$ cat config.mk
export PLATFORM = sky130hd
export DESIGN_NAME = imm_gen_pipe
export DESIGN_NICKNAME = d
export VERILOG_FILES = /design/src/rtl/imm_pkg.sv /design/src/rtl/imm_decode.sv /design/src/rtl/imm_gen_pipe.sv
export SDC_FILE = /design/constraint.sdc
export NUM_CORES = 1
export LEC_CHECK = 0
export ABC_AREA = 1
export CAP_MARGIN = 30
export CORE_MARGIN = 3
export CORE_UTILIZATION = 40
export CTS_BUF_LIST = sky130_fd_sc_hd__clkbuf_8 sky130_fd_sc_hd__clkbuf_16
export CTS_CLUSTER_SIZE = 14
export DETAILED_ROUTE_END_ITERATION = 16
export PLACE_DENSITY = 0.66
export SYNTH_ARGS = -nofsm -noshare
export SYNTH_HDL_FRONTEND = slang
export SYNTH_SLANG_ARGS = --single-unit
$ cat constraint.sdc
create_clock -name clk -period 1.35 [get_ports clk]
set_input_delay 0.27 -clock clk [delete_from_list [all_inputs] [get_ports clk]]
set_output_delay 0.27 -clock clk [all_outputs]
set_load 0.03 [all_outputs]
$ cat src/rtl/imm_pkg.sv
// ============================================================================
// Module : imm_pkg
// Brief  : Immediate format selects and XLEN legality helper for imm_gen_pipe.
// Rev    : 1.0
// ============================================================================
`default_nettype none

package imm_pkg;

    localparam int unsigned C_INST_W = 25;
    localparam int unsigned C_SEL_W  = 3;

    typedef enum logic [2:0] {
        IMM_I = 3'd0,
        IMM_S = 3'd1,
        IMM_B = 3'd2,
        IMM_U = 3'd3,
        IMM_J = 3'd4,
        IMM_Z = 3'd5
    } imm_sel_e;

    localparam int unsigned C_XLEN_32 = 32;
    localparam int unsigned C_XLEN_64 = 64;

    function automatic bit imm_xlen_legal(input int unsigned xlen);
        return (xlen == C_XLEN_32) || (xlen == C_XLEN_64);
    endfunction

endpackage

`default_nettype wire

$ cat src/rtl/imm_decode.sv
// ============================================================================
// Module : imm_decode
// Brief  : Combinational RISC-V immediate extraction and extension to XLEN.
// Rev    : 1.0
// ============================================================================
`default_nettype none

module imm_decode
    import imm_pkg::*;
#(
    parameter int unsigned XLEN = 32
) (
    input  logic [C_INST_W-1:0] inst,
    input  logic [C_SEL_W-1:0]  sel,
    output logic [XLEN-1:0]     imm,
    output logic                err
);

    // inst[k] carries instr[k+7]; fields below are named in instruction bit terms.
    logic signed [11:0] w_imm_i;
    logic signed [11:0] w_imm_s;
    logic signed [12:0] w_imm_b;
    logic signed [31:0] w_imm_u;
    logic signed [20:0] w_imm_j;
    logic        [4:0]  w_zimm;

    assign w_imm_i = inst[24:13];
    assign w_imm_s = {inst[24:18], inst[4:0]};
    assign w_imm_b = {inst[24], inst[0], inst[23:18], inst[4:1], 1'b0};
    assign w_imm_u = {inst[24:5], 12'b0};
    assign w_imm_j = {inst[24], inst[12:5], inst[13], inst[23:14], 1'b0};
    assign w_zimm  = inst[12:8];

    // Signed sources widen with sign extension; zimm is unsigned and zero-extends.
    always_comb begin
        imm = '0;
        err = 1'b0;
        case (sel)
            IMM_I:   imm = XLEN'(w_imm_i);
            IMM_S:   imm = XLEN'(w_imm_s);
            IMM_B:   imm = XLEN'(w_imm_b);
            IMM_U:   imm = XLEN'(w_imm_u);
            IMM_J:   imm = XLEN'(w_imm_j);
            IMM_Z:   imm = XLEN'(w_zimm);
            default: err = 1'b1;
        endcase
    end

endmodule

`default_nettype wire

$ cat src/rtl/imm_gen_pipe.sv
// ============================================================================
// Module : imm_gen_pipe
// Brief  : Pipelined immediate generator with 2-entry skid buffer and
//          saturating illegal-select counter.
// Rev    : 1.0
// ============================================================================
`default_nettype none

module imm_gen_pipe
    import imm_pkg::*;
#(
    parameter int unsigned XLEN      = 32,
    parameter int unsigned TAG_W     = 5,
    parameter int unsigned ERR_CNT_W = 8
) (
    input  logic                 clk,
    input  logic                 rst_n,
    input  logic                 in_valid,
    output logic                 in_ready,
    input  logic [C_INST_W-1:0]  in_inst,
    input  logic [C_SEL_W-1:0]   in_sel,
    input  logic [TAG_W-1:0]     in_tag,
    output logic                 out_valid,
    input  logic                 out_ready,
    output logic [XLEN-1:0]      out_imm,
    output logic                 out_err,
    output logic [TAG_W-1:0]     out_tag,
    output logic [ERR_CNT_W-1:0] err_cnt,
    input  logic                 cnt_clr
);

    generate
        if (!imm_xlen_legal(XLEN)) begin : g_xlen_illegal
            $error("imm_gen_pipe: XLEN must be 32 or 64");
        end
    endgenerate

    localparam logic [ERR_CNT_W-1:0] C_CNT_MAX = '1;
    localparam logic [ERR_CNT_W-1:0] C_CNT_ONE = ERR_CNT_W'(1);

    logic [XLEN-1:0]      w_dec_imm;
    logic                 w_dec_err;
    logic                 w_accept;
    logic                 w_out_free;

    logic                 r_in_ready;
    logic                 r_out_valid;
    logic [XLEN-1:0]      r_out_imm;
    logic                 r_out_err;
    logic [TAG_W-1:0]     r_out_tag;
    logic                 r_skid_full;
    logic [XLEN-1:0]      r_skid_imm;
    logic                 r_skid_err;
    logic [TAG_W-1:0]     r_skid_tag;
    logic [ERR_CNT_W-1:0] r_err_cnt;

    imm_decode #(
        .XLEN (XLEN)
    ) u_decode (
        .inst (in_inst),
        .sel  (in_sel),
        .imm  (w_dec_imm),
        .err  (w_dec_err)
    );

    assign w_accept   = in_valid && r_in_ready;
    assign w_out_free = !r_out_valid || out_ready;

    // r_in_ready mirrors !r_skid_full so the upstream sees a flop, not logic.
    always_ff @(posedge clk or negedge rst_n) begin
        if (!rst_n) begin
            r_in_ready  <= 1'b1;
            r_out_valid <= 1'b0;
            r_out_imm   <= '0;
            r_out_err   <= 1'b0;
            r_out_tag   <= '0;
            r_skid_full <= 1'b0;
            r_skid_imm  <= '0;
            r_skid_err  <= 1'b0;
            r_skid_tag  <= '0;
        end else if (w_out_free) begin
            if (r_skid_full) begin
                r_out_valid <= 1'b1;
                r_out_imm   <= r_skid_imm;
                r_out_err   <= r_skid_err;
                r_out_tag   <= r_skid_tag;
                r_skid_full <= 1'b0;
                r_in_ready  <= 1'b1;
            end else if (w_accept) begin
                r_out_valid <= 1'b1;
                r_out_imm   <= w_dec_imm;
                r_out_err   <= w_dec_err;
                r_out_tag   <= in_tag;
            end else begin
                r_out_valid <= 1'b0;
            end
        end else if (w_accept) begin
            r_skid_full <= 1'b1;
            r_skid_imm  <= w_dec_imm;
            r_skid_err  <= w_dec_err;
            r_skid_tag  <= in_tag;
            r_in_ready  <= 1'b0;
        end
    end

    // A clear coinciding with an illegal accept counts that accept.
    always_ff @(posedge clk or negedge rst_n) begin
        if (!rst_n) begin
            r_err_cnt <= '0;
        end else if (w_accept && w_dec_err) begin
            if (cnt_clr) begin
                r_err_cnt <= C_CNT_ONE;
            end else if (r_err_cnt != C_CNT_MAX) begin
                r_err_cnt <= r_err_cnt + C_CNT_ONE;
            end
        end else if (cnt_clr) begin
            r_err_cnt <= '0;
        end
    end

    assign in_ready  = r_in_ready;
    assign out_valid = r_out_valid;
    assign out_imm   = r_out_imm;
    assign out_err   = r_out_err;
    assign out_tag   = r_out_tag;
    assign err_cnt   = r_err_cnt;

endmodule

`default_nettype wire

==> results of run 1 <==
timing repair:
item                                    CTS  global route
hold buffers                              1             0
setup buffers                            13             5
resized for setup                       109           138
cloned                                    6             2
hold endpoints to repair                 22             0
pin swaps                                15            16
endpoints found under the setup margin   94            92
cell families after synthesis:
group,synth area share
AND/OR/NAND/NOR,0.295
AO/OA/AOI/OAI,0.118
flip-flops,0.508
buffers and inverters,0.0758
adder cells (fa/ha/maj),0.00291
flip-flops by register name, indices dropped and copies added, names as in the netlist:
name         cells
err_cnt          8
in_ready         1
out_err          1
out_imm         32
out_tag          5
out_valid        1
r_skid_err       1
r_skid_full      1
r_skid_imm      32
r_skid_tag       5
worst min path at each step:
stage	startpoint	endpoint	slack [ns]	depth (start not counted)
after floorplan	rst_n	err_cnt[0]	-0.03	0
after global placement	rst_n	out_imm[23]	0.22	1
after detailed placement	rst_n	out_imm[23]	0.22	1
after CTS	rst_n	out_imm[23]	0.37	2
after global routing	rst_n	r_skid_imm[24]	0.40	2
final	rst_n	out_imm[25]	0.38	2
per-layer routing:
metal  up-vias  track usage  share of wire
li1       2077            -              -
met1      2192        0.294           0.40
met2       171        0.387           0.53
met3        20       0.0382          0.058
met4         0       0.0632          0.016
met5         -            0              0
Yosys cell counts, drive strengths merged:
master  number  area share
nand2      190        0.17
dfrtp       86        0.50
nor2        64       0.059
a21oi       54       0.063
inv         40       0.035
nand3       25       0.031
o21ai       23       0.027
nand4       21       0.031
buf         20       0.032
a31oi       17       0.025
clkbuf       9      0.0079
a41oi        1      0.0020
and2         1      0.0015
clkinv       1     0.00087
dfstp        1      0.0061
ha           1      0.0029
o21a         1      0.0017
or2          1      0.0015
metrics by stage:
stage	total power [mW]	hold WS [ns]	instance area, sq um
floorplan	2.86	-0.0256	4380
global placement	3.16	0.220	5790
detailed placement	3.16	0.224	5790
CTS	5.59	0.374	6540
global route	5.78	0.401	6860
finish	5.59	0.375	6860
report_power, final:
group          switching [mW]  internal, mW
combinational           0.322         0.247
sequential            0.00244          2.61
clock                   0.989          1.42
final cells by class:
class / instances / area, sq um / share of cell area
Inverter: 41 / 181 / 0.0264
Sequential cell: 87 / 2180 / 0.318
Clock buffer: 9 / 124 / 0.0180
Timing Repair Buffer: 151 / 1780 / 0.260
Clock inverter: 7 / 144 / 0.0210
Multi-Input combinational cell: 400 / 2280 / 0.332
Tap cell: 136 / 170 / 0.0248
==> run summary, run 1 <==
Fin. Hold Viols - 0
DIE WIDTH - 110 um
largest fanout on the critical path - 2
drt wl/cell - 16.5 um
Die ar. - 0.0120 sq mm
Site Rows - 37
Root Driver - clkbuf_8
CTS tree - done
Max transition margin - 0.645
Slew Limit Fails - 0
RSZ-0062 raised after global routing - yes
Hold Path Class - in -> async
Critical R2R Launch - in_ready
clock latency at the later pin of the worst-skew pair - 0.36 ns
crit path to - in_ready
Worst Slack Setup Final - -0.0757 ns
clk buf depth - 2
worst-margin pin slew - 0.533 ns
crit path launch type - flip-flop
cell mode on critical path - buf_6
htree depth - 3
CP top delay family - flip-flops
final std cells w/o fill - 831
vias in the first global route - 4272
Critical Path RT - 1.08 ns
Sum Neg Setup Slack - -1.16 ns
Fmax achieved - 701 MHz
CP peak stage delay - 0.58 ns
Inserted Diodes - 0
area grow syn2layout - 59.9%
Antenna Nets Post-Route - 0
max-cap check violation count - 0
Filler cells - 873
# nets final - 729
1st-iter DRT viols - 237
CP cell instances - buf_6, buf_6
R2R Setup Slk - -0.06 ns
#FFs+latches synth - 87
largest net degree at the start of global routing - 44
io pins - 86
violated checks - setup timing
register area share after synthesis - 0.508
FF-to-FF End - out_imm[0]
Place WS - -0.612 ns
Final period util - 1.06
layout cells sized above 1 - 0.371
PwrDens - 814 mW/mm^2
total grt overflow - 0
mapped cell area - 0.00429 sq mm
Worst Path Buf+Inv - 2
Remaining DRCs - 0
Initial Util - 0.414
Tot GR Track Use - 0.225
PortBufs - 85
CTS sink cnt - 87
gpl congestion - 0.931
Setup CP Type - reg -> out
Synth Instances - 556
final wirelength - 13.7 mm
Crit. End Element - output pin
yosys warns - 0
via-per-instance ratio - 5.37
CTS Buf Count - 9
FF-to-FF path depth - 6
Mean Syn Cell Area - 7.72 sq um
Critical Path AT - 1.16 ns
first-pass GRT wire length - 21.2 mm
final core occ - 0.662
crit path time final - 1.43 ns
CP max stage cell - dfstp_2
status - finished with violations
core footprint - 0.0104 sq mm
CP startpoint - in_ready
Worst-path clk slew - 0.09 ns
most common cell after layout, fill and taps aside - nand2_1
drt first pass iters - 5
initial antenna violation count - 0
post-synthesis cell type count - 26
Crit. path cell count - 2
syn nets - 595
most frequent cells in the layout - nand2_1 (166), dfrtp_1 (84), buf_4 (48)
HPWL after detailed placement - 8.59 mm
final setup fails - 41
Leakage - 3.28 nW
clock skew - 0.00409 ns
routed via count - 4460
worst vdd ir - 765 uV
Placed Instances - 792
Die Y - 110 um
Note: power is estimated with default switching activity, not from simulation.
==> run 2, diff against run 1 <==
--- a/config.mk
+++ b/config.mk
@@ -12,7 +12,8 @@
 export CTS_BUF_LIST = sky130_fd_sc_hd__clkbuf_8 sky130_fd_sc_hd__clkbuf_16
 export CTS_CLUSTER_SIZE = 14
 export DETAILED_ROUTE_END_ITERATION = 16
-export PLACE_DENSITY = 0.66
+export DONT_BUFFER_PORTS = 1
+export PLACE_DENSITY = 0.55
 export SYNTH_ARGS = -nofsm -noshare
 export SYNTH_HDL_FRONTEND = slang
 export SYNTH_SLANG_ARGS = --single-unit
==> run 2 against run 1 <==
The flow finishes with violations (hold timing, setup timing). Total power down 9.9%. Flip-flop and latch count unchanged. Global-route usage decreased by 3.6 points. Clock power down 8.7%. Utilization shrank 16 points. Sequential power hardly changed. Fmax grew 4.7%. Highest routed layer unchanged. Largest power group unchanged. Critical path depth up 4. First-iteration DRC count rose by 2.1%.
==> run summary, run 2 (same netlist as run 1, synthesis figures left out) <==
vias in the first global route - 3446 (was 4272)
CP max stage cell - dfstp_2 (unchanged)
crit path launch type - flip-flop (unchanged)
core footprint - 0.0104 sq mm (unchanged)
via-per-instance ratio - 5.20 (was 5.37)
clk buf depth - 2 (unchanged)
worst vdd ir - 504 uV (was 765 uV)
crit path time final - 1.36 ns (was 1.43 ns)
1st-iter DRT viols - 242 (was 237)
Antenna Nets Post-Route - 0 (unchanged)
Worst-path clk slew - 0.10 ns (was 0.09 ns)
htree depth - 3 (unchanged)
Clock Power Share - 0.437 (was 0.432)
cell mode on critical path - buf_12 (was buf_6)
Crit. End Element - flip-flop (was output pin)
PwrDens - 965 mW/mm^2 (was 814 mW/mm^2)
Fin. Hold Viols - 87 (was 0)
Final period util - 1.01 (was 1.06)
Inserted Diodes - 0 (unchanged)
# nets final - 611 (was 729)
CP peak stage delay - 0.57 ns (was 0.58 ns)
Tot Pwr - 5.03 mW (was 5.59 mW)
Max transition margin - 0.738 (was 0.645)
PortBufs - 0 (was 85)
Net Sw Frac - 0.222 (was 0.235)
Root Driver - clkbuf_8 (unchanged)
most common cell after layout, fill and taps aside - nand2_1 (unchanged)
share of power burned in registers - 0.519 (was 0.467)
routed via count - 3706 (was 4460)
Design Area, Final - 0.00521 sq mm (was 0.00686 sq mm)
most frequent cells in the layout - nand2_1 (177), dfrtp_1 (84), nor2_1 (43) (was nand2_1 (166), dfrtp_1 (84), buf_4 (48))
CP top delay family - flip-flops (unchanged)
first-pass GRT wire length - 17.8 mm (was 21.2 mm)
initial antenna violation count - 0 (unchanged)
Hold Path Class - in -> async (unchanged)
Critical Path RT - 1.62 ns (was 1.08 ns)
drt first pass iters - 4 (was 5)
Site Rows - 37 (unchanged)
Filler cells - 1021 (was 873)
largest fanout on the critical path - 7 (was 2)
HPWL after detailed placement - 7.47 mm (was 8.59 mm)
Die ar. - 0.0120 sq mm (unchanged)
R2R Setup Slk - -0.01 ns (was -0.06 ns)
status - finished with violations (unchanged)
clock latency at the later pin of the worst-skew pair - 0.36 ns (about the same)
Die Y - 110 um (unchanged)
Sum Neg Setup Slack - -0.0158 ns (was -1.16 ns)
Critical Path AT - 1.63 ns (was 1.16 ns)
clock skew - 0.0151 ns (was 0.00409 ns)
RSZ-0062 raised after global routing - yes (unchanged)
gpl congestion - 0.845 (was 0.931)
final wirelength - 11.8 mm (was 13.7 mm)
Initial Util - 0.414 (unchanged)
largest net degree at the start of global routing - 88 (was 44)
DIE WIDTH - 110 um (unchanged)
drt wl/cell - 16.5 um (about the same)
worst hold slack - -0.394 ns (was 0.375 ns)
layout cells sized above 1 - 0.205 (was 0.371)
io pins - 86 (unchanged)
Worst Slack Setup Final - -0.0118 ns (was -0.0757 ns)
Tot GR Track Use - 0.190 (was 0.225)
Fmax achieved - 734 MHz (was 701 MHz)
area grow syn2layout - 21.5% (was 59.9%)
violated checks - hold timing, setup timing (was setup timing)
total grt overflow - 0 (unchanged)
Leakage - 2.57 nW (was 3.28 nW)
NetSw - 1.12 mW (was 1.31 mW)
P_int - 3.92 mW (was 4.28 mW)
Slew Limit Fails - 0 (unchanged)
CP cell instances - nand2_4, nor2_4, buf_12, buf_12, nor2_1, a31oi_1 (was buf_6, buf_6)
worst-margin pin slew - 0.391 ns (was 0.533 ns)
final setup fails - 4 (was 41)
CTS sink cnt - 87 (unchanged)
CTS Buf Count - 9 (unchanged)
max-cap check violation count - 0 (unchanged)
CTS tree - done (unchanged)
Logic pwr share - 0.044 (was 0.102)
Worst Path Buf+Inv - 2 (unchanged)
Setup CP Type - reg -> reg (was reg -> out)
Remaining DRCs - 0 (unchanged)
DP Area - 0.00462 sq mm (was 0.00579 sq mm)
[run 2: changes by cell type in the layout (fill, tap and decap cells not counted), moves of 10 or more]
| cell | before | now |
|---|---|---|
| o21ai_0 | 6 | 16 |
| a21oi_1 | 19 | 34 |
| nor2_1 | 16 | 43 |
| clkdlybuf4s15_2 | 10 | 0 |
| nor2_2 | 31 | 16 |
| nand2_1 | 166 | 177 |
| o21ai_1 | 16 | 6 |
| nor2_4 | 17 | 5 |
| buf_4 | 48 | 20 |
| clkdlybuf4s50_1 | 32 | 0 |
| a21oi_2 | 35 | 19 |
| buf_12 | 34 | 7 |
[run 2: per-stage QoR]
step / hold slack (ns) / cells / utilization / setup slack, ns
4_1_cts: -0.421 / 705 / 0.470 / -0.00836
3_3_place_gp: -0.0233 / 689 / 0.445 / 0.0433
5_1_grt: -0.429 / 713 / 0.503 / -0.0612
2_1_floorplan: -0.0256 / 556 / - / -0.00832
3_5_place_dp: -0.0234 / 689 / 0.445 / -0.00334
6_report: -0.394 / 713 / 0.503 / -0.0118
[run 2: metal layers]
metal	vias to the layer above	global-route usage	wire (um)
met5	-	0	0
met3	7	0.0570	783
li1	1832	-	-
met1	1780	0.266	5290
met2	87	0.288	5590
met4	0	0.0472	108
[run 2: final cells by class]
class | count | area, sq um | share of cell area
clock buffers | 9 | 124 | 0.0238
clock inverters | 7 | 120 | 0.0230
inverters | 41 | 171 | 0.0329
multi-input cells | 399 | 2000 | 0.383
flip-flops and latches | 87 | 2180 | 0.418
well taps | 136 | 170 | 0.0326
repair buffers | 34 | 452 | 0.0866
[run 2: final timing paths]
path                          startpoint            end  cells after the start
min reg2reg                r_skid_tag[0]  r_skid_tag[0]                      2
max reg2reg                     in_ready  r_skid_imm[1]                      6
max                             in_ready  r_skid_imm[1]                      6
min                                rst_n    out_imm[20]                      0
max in group asynchronous          rst_n       in_ready                      0
min in group clk               in_tag[4]  r_skid_tag[4]                      2
[run 2: worst reg2reg max path: stages (launching register included)]
cell and delay, ns:
dfstp_2 0.57, nand2_4 0.09, nor2_4 0.13, buf_12 0.16, buf_12 0.14, nor2_1 0.05
a31oi_1 0.15
[run 2: power groups by stage]
stage | registers [mW] | logic (mW) | clock network [mW]
global route | 2.61 | 0.257 | 2.38
global placement | 2.66 | 0.216 | 0
finish | 2.61 | 0.223 | 2.20
detailed placement | 2.66 | 0.217 | 0
floorplan | 2.66 | 0.194 | 0
CTS | 2.61 | 0.218 | 2.25
[run 2: timing repair]
item                                    CTS  global route
setup buffers                             0             2
gates cloned                              0             6
endpoints found under the setup margin    3            50
endpoints found under the hold margin    87            87
resized for setup                         3            54
pin swaps                                 1             5
==> run 3, diff against run 2 <==
--- a/config.mk
+++ b/config.mk
@@ -10,7 +10,7 @@
 export CORE_MARGIN = 3
 export CORE_UTILIZATION = 40
 export CTS_BUF_LIST = sky130_fd_sc_hd__clkbuf_8 sky130_fd_sc_hd__clkbuf_16
-export CTS_CLUSTER_SIZE = 14
+export CTS_CLUSTER_SIZE = 12
 export DETAILED_ROUTE_END_ITERATION = 16
 export DONT_BUFFER_PORTS = 1
 export PLACE_DENSITY = 0.55
==> constraint.sdc (replaced) <==
create_clock -name clk -period 1.35 [get_ports clk]
set_input_delay 0.3375 -clock clk [delete_from_list [all_inputs] [get_ports clk]]
set_output_delay 0.3375 -clock clk [all_outputs]
set_load 0.03 [all_outputs]
==> run 3 against run 2 <==
The run still ends with hold timing, setup timing left. Combinational power about the same. Flip-flop and latch count unchanged. Via count up 2.8%. Register-to-register slack about the same. Hold slack better by 0.062 ns. Setup slack worse by 0.032 ns. Sequential share of layout area down 1.0 points. Die area unchanged. First-iteration DRC count up 3.3%. Total power down 1.9%. Routed wire length up 4.2%. Critical path depth down 5. Critical endpoint is now in_ready. Largest cell class unchanged.
==> run summary, run 3 (same netlist as run 1, synthesis figures left out) <==
initial antenna violation count - 0 (unchanged)
DIE WIDTH - 110 um (unchanged)
worst vdd ir - 449 uV (was 504 uV)
final wirelength - 12.3 mm (was 11.8 mm)
htree depth - 3 (unchanged)
PwrDens - 923 mW/mm^2 (was 965 mW/mm^2)
met2 wire len - 5.87 mm (was 5.59 mm)
largest fanout on the critical path - 2 (was 7)
Leakage - 2.64 nW (was 2.57 nW)
# nets final - 617 (was 611)
Critical R2R Launch - in_ready (unchanged)
RSZ-0062 raised after global routing - yes (unchanged)
crit path time final - 1.39 ns (was 1.36 ns)
clk buf depth - 2 (unchanged)
HPWL after detailed placement - 7.63 mm (was 7.47 mm)
via-per-instance ratio - 5.30 (was 5.20)
most frequent cells in the layout - nand2_1 (177), dfrtp_1 (84), a21oi_1 (37) (was nand2_1 (177), dfrtp_1 (84), nor2_1 (43))
Tot Pwr - 4.94 mW (was 5.03 mW)
status - finished with violations (unchanged)
final setup fails - 3 (was 4)
layout cells sized above 1 - 0.230 (was 0.205)
PortBufs - 0 (unchanged)
Tot GR Track Use - 0.192 (was 0.190)
gpl congestion - 0.853 (was 0.845)
Slew Limit Fails - 0 (unchanged)
Crit. End Element - output pin (was flip-flop)
DP Area - 0.00462 sq mm (unchanged)
Worst Slack Setup Final - -0.0438 ns (was -0.0118 ns)
Worst Path Buf+Inv - 1 (was 2)
worst hold slack - -0.332 ns (was -0.394 ns)
Die ar. - 0.0120 sq mm (unchanged)
area grow syn2layout - 24.6% (was 21.5%)
Critical Path AT - 1.06 ns (was 1.63 ns)
worst-margin pin slew - 0.384 ns (was 0.391 ns)
Design Area, Final - 0.00535 sq mm (was 0.00521 sq mm)
Max transition margin - 0.743 (was 0.738)
Hold Path Class - in -> async (unchanged)
final std cells w/o fill - 719 (was 713)
most common cell after layout, fill and taps aside - nand2_1 (unchanged)
CP top delay family - flip-flops (unchanged)
core footprint - 0.0104 sq mm (unchanged)
Die Y - 110 um (unchanged)
Antenna Nets Post-Route - 0 (unchanged)
Initial Util - 0.414 (unchanged)
CP cell instances - buf_6 (was nand2_4, nor2_4, buf_12, buf_12, nor2_1, a31oi_1)
clock latency at the later pin of the worst-skew pair - 0.36 ns (about the same)
Place WS - -0.00401 ns (was -0.00334 ns)
CP peak stage delay - 0.57 ns (about the same)
max-cap check violation count - 0 (unchanged)
Inserted Diodes - 0 (unchanged)
routed via count - 3811 (was 3706)
drt first pass iters - 5 (was 4)
Root Driver - clkbuf_8 (unchanged)
Fin. Hold Viols - 87 (unchanged)
clock skew - 0.0156 ns (was 0.0151 ns)
largest net degree at the start of global routing - 88 (unchanged)
first-pass GRT wire length - 18.1 mm (was 17.8 mm)
Critical Path RT - 1.01 ns (was 1.62 ns)
Fmax achieved - 717 MHz (was 734 MHz)
met3 wire length - 871 um (was 783 um)
violated checks - hold timing, setup timing (unchanged)
vias in the first global route - 3520 (was 3446)
Site Rows - 37 (unchanged)
drt wl/cell - 17.1 um (was 16.5 um)
io pins - 86 (unchanged)
final core occ - 0.516 (was 0.503)
CP max stage cell - dfstp_2 (unchanged)
Placed Instances - 689 (unchanged)
Sum Neg Setup Slack - -0.0589 ns (was -0.0158 ns)
Final period util - 1.03 (was 1.01)
highest metal used - met4 (unchanged)
total grt overflow - 0 (unchanged)
1st-iter DRT viols - 250 (was 242)
Filler cells - 1009 (was 1021)
CP startpoint - in_ready (unchanged)
crit path launch type - flip-flop (unchanged)
CTS tree - done (unchanged)
Remaining DRCs - 0 (unchanged)
CTS sink cnt - 87 (unchanged)
Met1 Routed Length - 5.30 mm (was 5.29 mm)
Worst-path clk slew - 0.09 ns (was 0.10 ns)
CTS Buf Count - 9 (unchanged)
Setup CP Type - reg -> out (was reg -> reg)
-- run 3: metal layers --
| metal | track usage | up-vias |
|---|---|---|
| li1 | - | 1853 |
| met1 | 0.269 | 1840 |
| met2 | 0.288 | 105 |
| met3 | 0.0558 | 13 |
| met4 | 0.0561 | 0 |
| met5 | 0 | - |
-- run 3: where the power goes --
group / total (mW) / switching [mW] / internal, mW
clock: 2.10 / 0.957 / 1.14
combinational: 0.224 / 0.149 / 0.0752
sequential: 2.61 / 0.00614 / 2.61
total: 4.94 / 1.11 / 3.83
-- run 3: cell type report --
class	count	area [sq um]	share of cell area
Clock buffer	11	151	0.0283
Clock inverter	5	81.3	0.0152
Inverter	41	171	0.0321
Multi-Input combinational cell	399	2050	0.384
Sequential cell	87	2180	0.408
Tap cell	136	170	0.0318
Timing Repair Buffer	40	538	0.101
-- run 3: path summary, 6_finish.rpt --
kind / endpoint / slack (ns) / cells past startpoint
max: in_ready / -0.04 / 1
max in group asynchronous: in_ready / 1.40 / 0
max reg2reg: r_skid_imm[26] / -0.01 / 6
min in group clk: r_skid_tag[4] / 0.09 / 2
min: r_skid_imm[28] / -0.33 / 0
min reg2reg: r_skid_tag[0] / 0.48 / 2
-- run 3: timing repair --
action                                  4_1_cts  5_1_grt
pin swaps                                     1        3
hold endpoints to repair                     87       87
endpoints found under the setup margin        3       53
buffers inserted                              0        5
resized for setup                             2       73
cloned                                        0        9
-- run 3: worst reg2reg max path: stages, from the launching register on --
cell     delay (ns)
dfstp_2        0.57
nand2_4        0.09
nor2_4         0.15
buf_6          0.16
buf_12         0.15
nor2_2         0.05
a31oi_1        0.14
